[src/rtl/btn_debounce_if.sv]
// ---------------------------------------------------------------------------
// btn_debounce_if
//
// Purpose: bundles the button debouncer's sampling strobe, raw inputs and
// cleaned outputs into one port so the debouncer and the game logic share a
// single connection.
//
// Signals (NBTN bits wide unless noted):
//   debounce_en  (1 bit) sampling strobe, driven by the master
//   btn_raw      raw asynchronous buttons, active-high, driven by the master
//   btn_level    debounced level, driven by the slave (debouncer)
//   btn_press    one-cycle press pulse, driven by the slave
//   btn_release  one-cycle release pulse, driven by the slave
//
// Modports:
//   master : the side that supplies buttons/strobe and consumes the results
//   slave  : the debouncer itself
// ---------------------------------------------------------------------------
interface btn_debounce_if #(
    parameter int NBTN = 4
) ();
    logic            debounce_en;
    logic [NBTN-1:0] btn_raw;
    logic [NBTN-1:0] btn_level;
    logic [NBTN-1:0] btn_press;
    logic [NBTN-1:0] btn_release;

    modport master (
        output debounce_en,
        output btn_raw,
        input  btn_level,
        input  btn_press,
        input  btn_release
    );

    modport slave (
        input  debounce_en,
        input  btn_raw,
        output btn_level,
        output btn_press,
        output btn_release
    );
endinterface

[src/rtl/btn_debounce.sv]
// ---------------------------------------------------------------------------
// btn_debounce
//
// Purpose: synchronizes, debounces and edge-detects NBTN push buttons. Each
// button is sampled on the debounce_en strobe; STABLE_CNT consecutive samples
// that differ from the current level are needed before the level flips. A
// flip produces a one-cycle btn_press (rising) or btn_release (falling).
//
// Ports:
//   clk  : system clock
//   rst  : asynchronous, active-high reset (clears every register)
//   bus  : btn_debounce_if.slave -- debounce_en, btn_raw in;
//          btn_level, btn_press, btn_release out (all registered)
//
// Parameters:
//   NBTN         number of buttons (>= 1)
//   STABLE_CNT   consecutive differing samples to accept a level (>= 1)
//   REPEAT_DELAY samples held before the first auto-repeat press
//   REPEAT_RATE  samples between further auto-repeat presses
//
// Configuration macro:
//   BTN_AUTOREPEAT_EN  when defined, a held button re-issues btn_press
//                      REPEAT_DELAY samples after the press, then every
//                      REPEAT_RATE samples. When undefined no repeat logic
//                      exists and a held button gives exactly one press.
// ---------------------------------------------------------------------------
module btn_debounce #(
    parameter int NBTN         = 4,
    parameter int STABLE_CNT   = 4,
    parameter int REPEAT_DELAY = 100,
    parameter int REPEAT_RATE  = 20
) (
    input  logic           clk,
    input  logic           rst,
    btn_debounce_if.slave  bus
);

    localparam int CNT_W = $clog2(STABLE_CNT + 1);
    localparam logic [CNT_W-1:0] CNT_LAST = CNT_W'(STABLE_CNT - 1);

    if (NBTN < 1 || STABLE_CNT < 1 || REPEAT_DELAY < 1 || REPEAT_RATE < 1) begin : g_param_check
        $error("btn_debounce: NBTN, STABLE_CNT, REPEAT_DELAY and REPEAT_RATE must all be >= 1");
    end

    typedef enum logic {
        RELEASED = 1'b0,
        HELD     = 1'b1
    } btn_state_t;

    logic [NBTN-1:0]  sync_p0;
    logic [NBTN-1:0]  sync_p1;
    btn_state_t       state   [NBTN];
    logic [CNT_W-1:0] cnt     [NBTN];
    logic [NBTN-1:0]  press_q;
    logic [NBTN-1:0]  release_q;

    logic [NBTN-1:0]  level;
    logic [NBTN-1:0]  differ;
    logic [NBTN-1:0]  accept;
    logic [NBTN-1:0]  rep_fire;

    // A button accepts a new level on the sample that completes a run of
    // STABLE_CNT differing samples; any agreeing sample restarts the run.
    always_comb begin
        level  = '0;
        differ = '0;
        accept = '0;
        for (int i = 0; i < NBTN; i++) begin
            level[i]  = (state[i] == HELD);
            differ[i] = sync_p1[i] ^ level[i];
            accept[i] = bus.debounce_en && differ[i] && (cnt[i] == CNT_LAST);
        end
    end

`ifdef BTN_AUTOREPEAT_EN
    localparam int REP_MAX = (REPEAT_DELAY > REPEAT_RATE) ? REPEAT_DELAY : REPEAT_RATE;
    localparam int REP_W   = $clog2(REP_MAX + 1);

    // Down-counter of samples until the next repeat press; loaded with
    // REPEAT_DELAY on acceptance of a press, reloaded with REPEAT_RATE each
    // time it fires, forced to 0 on release.
    logic [REP_W-1:0] rep_cnt [NBTN];

    always_comb begin
        rep_fire = '0;
        for (int i = 0; i < NBTN; i++) begin
            rep_fire[i] = bus.debounce_en && (state[i] == HELD) && !accept[i] &&
                          (rep_cnt[i] == REP_W'(1));
        end
    end

    always_ff @(posedge clk or posedge rst) begin
        if (rst) begin
            for (int i = 0; i < NBTN; i++) begin
                rep_cnt[i] <= '0;
            end
        end else if (bus.debounce_en) begin
            for (int i = 0; i < NBTN; i++) begin
                if (accept[i]) begin
                    rep_cnt[i] <= (state[i] == RELEASED) ? REP_W'(REPEAT_DELAY) : '0;
                end else if (state[i] == HELD) begin
                    if (rep_cnt[i] == REP_W'(1)) begin
                        rep_cnt[i] <= REP_W'(REPEAT_RATE);
                    end else if (rep_cnt[i] != '0) begin
                        rep_cnt[i] <= rep_cnt[i] - REP_W'(1);
                    end
                end
            end
        end
    end
`else
    assign rep_fire = '0;
`endif

    always_ff @(posedge clk or posedge rst) begin
        if (rst) begin
            sync_p0   <= '0;
            sync_p1   <= '0;
            press_q   <= '0;
            release_q <= '0;
            for (int i = 0; i < NBTN; i++) begin
                state[i] <= RELEASED;
                cnt[i]   <= '0;
            end
        end else begin
            // stage p0/p1: two-flop synchronizer, runs every clock
            sync_p0 <= bus.btn_raw;
            sync_p1 <= sync_p0;

            // debounce stage: only advances on the sampling strobe
            press_q   <= '0;
            release_q <= '0;
            if (bus.debounce_en) begin
                for (int i = 0; i < NBTN; i++) begin
                    if (accept[i]) begin
                        cnt[i] <= '0;
                        if (state[i] == RELEASED) begin
                            state[i]   <= HELD;
                            press_q[i] <= 1'b1;
                        end else begin
                            state[i]     <= RELEASED;
                            release_q[i] <= 1'b1;
                        end
                    end else if (differ[i]) begin
                        cnt[i] <= cnt[i] + CNT_W'(1);
                    end else begin
                        cnt[i] <= '0;
                    end
                    if (rep_fire[i]) begin
                        press_q[i] <= 1'b1;
                    end
                end
            end
        end
    end

    assign bus.btn_level   = level;
    assign bus.btn_press   = press_q;
    assign bus.btn_release = release_q;

endmodule

[src/flat_wrapper.sv]
// flat-port wrapper written by rule: the top's interface ports become plain ports
module btn_debounce_flat 
#(
    parameter int NBTN         = 4,
    parameter int STABLE_CNT   = 4,
    parameter int REPEAT_DELAY = 100,
    parameter int REPEAT_RATE  = 20
)
  (clk, rst, bus_debounce_en, bus_btn_raw, bus_btn_level, bus_btn_press, bus_btn_release);
  btn_debounce_if #(.NBTN(NBTN)) bus_i ();
  input  logic clk;
  input  logic rst;
  input wire logic [$bits(bus_i.debounce_en)-1:0] bus_debounce_en;
  input wire logic [$bits(bus_i.btn_raw)-1:0] bus_btn_raw;
  output wire logic [$bits(bus_i.btn_level)-1:0] bus_btn_level;
  output wire logic [$bits(bus_i.btn_press)-1:0] bus_btn_press;
  output wire logic [$bits(bus_i.btn_release)-1:0] bus_btn_release;
  assign bus_i.debounce_en = bus_debounce_en;
  assign bus_i.btn_raw = bus_btn_raw;
  assign bus_btn_level = bus_i.btn_level;
  assign bus_btn_press = bus_i.btn_press;
  assign bus_btn_release = bus_i.btn_release;
  btn_debounce #(.NBTN(NBTN), .STABLE_CNT(STABLE_CNT), .REPEAT_DELAY(REPEAT_DELAY), .REPEAT_RATE(REPEAT_RATE)) u_core (.clk(clk), .rst(rst), .bus(bus_i));
endmodule
[config.mk]
export PLATFORM = sky130hd
export DESIGN_NAME = btn_debounce_flat
export DESIGN_NICKNAME = d
export VERILOG_FILES = /design/src/rtl/btn_debounce_if.sv /design/src/rtl/btn_debounce.sv /design/src/flat_wrapper.sv
export SDC_FILE = /design/constraint.sdc
export NUM_CORES = 1
export LEC_CHECK = 0
export CAP_MARGIN = 40
export CORE_MARGIN = 2
export CORE_UTILIZATION = 48
export DETAILED_ROUTE_END_ITERATION = 16
export DONT_BUFFER_PORTS = 1
export PLACE_DENSITY_LB_ADDON = 0.3
export RECOVER_POWER = 100
export SETUP_SLACK_MARGIN = 0.15
export SLEW_MARGIN = 10
export SYNTH_ARGS = -nofsm -noshare
export SYNTH_HDL_FRONTEND = slang
export SYNTH_SLANG_ARGS = --single-unit
[constraint.sdc]
create_clock -name clk -period 1.88 [get_ports clk]
set_input_delay 0.282 -clock clk [delete_from_list [all_inputs] [get_ports clk]]
set_output_delay 0.282 -clock clk [all_outputs]
set_load 0.1 [all_outputs]
==> metrics.cfg <==
[run_status]
status=complete, no violations

[cells_and_area]
drive_gt1_frac=0.208
fin_area_sq_um=1480
antenna_cells=0
nNetsFinal=134
layout_commonest_cell=dfrtp_1
area_growth_syn_to_layout_pct=15.6
final_cell_mix=dfrtp_1 (32), inv_1 (13), clkbuf_2 (13)
final_cells=150

[logic_synthesis]
ys_ff_latch=32
synth_seq_area_share=0.626
netlist_instances=96
synth_fp_nets=111
ys_types=14
yosys_warnings=0
yosysTopAreaCellShare=0.626
synth_top_cell_by_area=dfrtp_1
syn_area_sq_um=1280
synth_area_per_cell_sq_um=13.3
synth_area_leaders=dfrtp_1 (63%), ha_1 (7.8%), o32ai_1 (4.8%)

[placement]
place_inst=137
postPlaceCellArea_sq_um=1400
io_buffers=0
hpwl_mm=1.33
gp_routability_congestion=0.686
place_ws_ns=0.455

[timing]
skew_ns=0.00940
maxSlewHeadroom=0.502
drv_slew=0
timing.final.hold_violations=0
worst_pin_slew_ns=0.747
final-setup-viol-count=0
period_needed_ns=1.49
min_period_over_period=0.795
fin_ws_ns=0.386
rsz0062_at_grt=false
fmax_mhz=669
fin_setup_tns_ns=0

[power]
p_total_mw=2.17
ir_drop_mv=0.987
p_leak_nw=0.707
pwr_density_cell_nw_per_um2=1470

[drt]
firstDrtPassIters=4
drt_wl_total_mm=1.88
dr_total_vias=761
drtIter0Drc=5
final_antenna_net_count=0
vias_per_cell=5.07
drc=0
routedWlPerCell_um=12.5

[setup_path]
r2r_start=u_core.cnt[6]
crit_arrival_ns=1.21
cp.required_ns=1.60
slowest_delay_ns=0.48
path_max_fanout=5
cp.buffers_inverters=1
cp_cell_sequence=clkbuf_2
cp-startpoint=u_core.bus.btn_level[1]
start_kind=register
crit_path_end_kind=output pin
path_class=register to output pin
slowest_stage=clkbuf_2
critPathTopFamily=buffers and inverters

[floorplan]
core_area_sq_um=2500
ios=19
die_y_um=55.6
chipWidth_um=55.6
start_util=0.512
die_area_sq_um=3090
rows=18

[global_routing]
overflow=0
grtUsageTotal=0.142
grt_pass1_vias=765
grt_pass1_wl_mm=3.28
grt_max_degree=33
antenna_found_initial=0

[job]
max-cap-violations=0

[clock_network]
clkTransAtPathRegs_ns=0.10
cts_tree=built
clock_latency_ns=0.32
numCtsBuffers=5
cts_sinks=32
cts_root_buf=clkbuf_4
clockBufferDepth=2
post_cts_buffers=0
cts_max_level=2

[hold_path]
min_path_type=primary input to register
worstHoldStart=bus_debounce_en

==> flip-flops by register name, summed over array words and instances (netlist names) <==
register and cells:
u_core.bus.btn_press 4, u_core.sync_p1 4, u_core.bus.btn_level 4, u_core.sync_p0 4
u_core.bus.btn_release 4, u_core.cnt 12
==> worst paths after layout <==
path	endpoint	slack, ns	cells past startpoint
setup / recovery	bus_btn_level[1]	0.39	1
hold / removal	u_core.cnt[4]	0.03	1
setup reg to reg	u_core.cnt[7]	0.44	4
hold reg to reg	u_core.sync_p1[0]	0.35	0
max in group asynchronous	u_core.bus.btn_release[1]	0.80	3
min in group asynchronous	u_core.cnt[6]	0.61	3
==> final cells by class <==
type | instances | area (sq um)
flip-flops and latches | 32 | 801
clock buffers | 6 | 51.3
clock inverters | 2 | 10.0
fillers | 215 | 1020
multi-input cells | 49 | 414
repair buffers | 18 | 115
well taps | 30 | 37.5
inverters | 13 | 48.8
==> stage by stage <==
stage | utilization | hold WS, ns
2_1_floorplan | - | 0.313
3_3_place_gp | 0.560 | 0.271
3_5_place_dp | 0.560 | 0.274
4_1_cts | 0.604 | 0.0162
5_1_grt | 0.591 | 0.0121
6_report | 0.591 | 0.0329
==> synthesized netlist by cell type <==
cell	number
o22ai_1	2
dfrtp_1	32
or3b_1	2
buf_4	2
inv_1	13
mux2_2	4
nand2b_1	3
o31ai_1	3
nor3b_1	8
o32ai_1	7
or2b_1	3
xnor2_1	4
nand2_1	5
ha_1	8
==> layer usage <==
| layer | GRT usage | up-vias | wire, um |
|---|---|---|---|
| li1 | - | 376 | - |
| met1 | 0.164 | 364 | 806 |
| met2 | 0.219 | 15 | 919 |
| met3 | 0.0674 | 6 | 109 |
| met4 | 0.0732 | 0 | 47 |
| met5 | 0 | - | 0 |
==> timing repair <==
action / 4_1_cts / 5_1_grt
resized for setup: 0 / 0
hold buffers: 5 / 0
endpoints found under the hold margin: 36 / 0
==> power breakdown <==
group | switching [mW] | total (mW) | leakage [nW] | internal [mW]
registers | 0.109 | 0.954 | 0.414 | 0.845
logic | 0.563 | 0.813 | 0.255 | 0.250
clock network | 0.222 | 0.400 | 0.0380 | 0.178
==> cells by family (layout without fill, tap and decap cells) <==
family,count (synthesis),after routing,synth area share
AO/OA/AOI/OAI,12,12,0.0753
buffers and inverters,15,39,0.0499
flip-flops,32,32,0.626
multiplexers,4,4,0.0352
AND/OR/NAND/NOR,21,21,0.108
adder cells (fa/ha/maj),8,8,0.0783
XOR/XNOR,4,4,0.0274
Power figures use the tool's default switching activity.
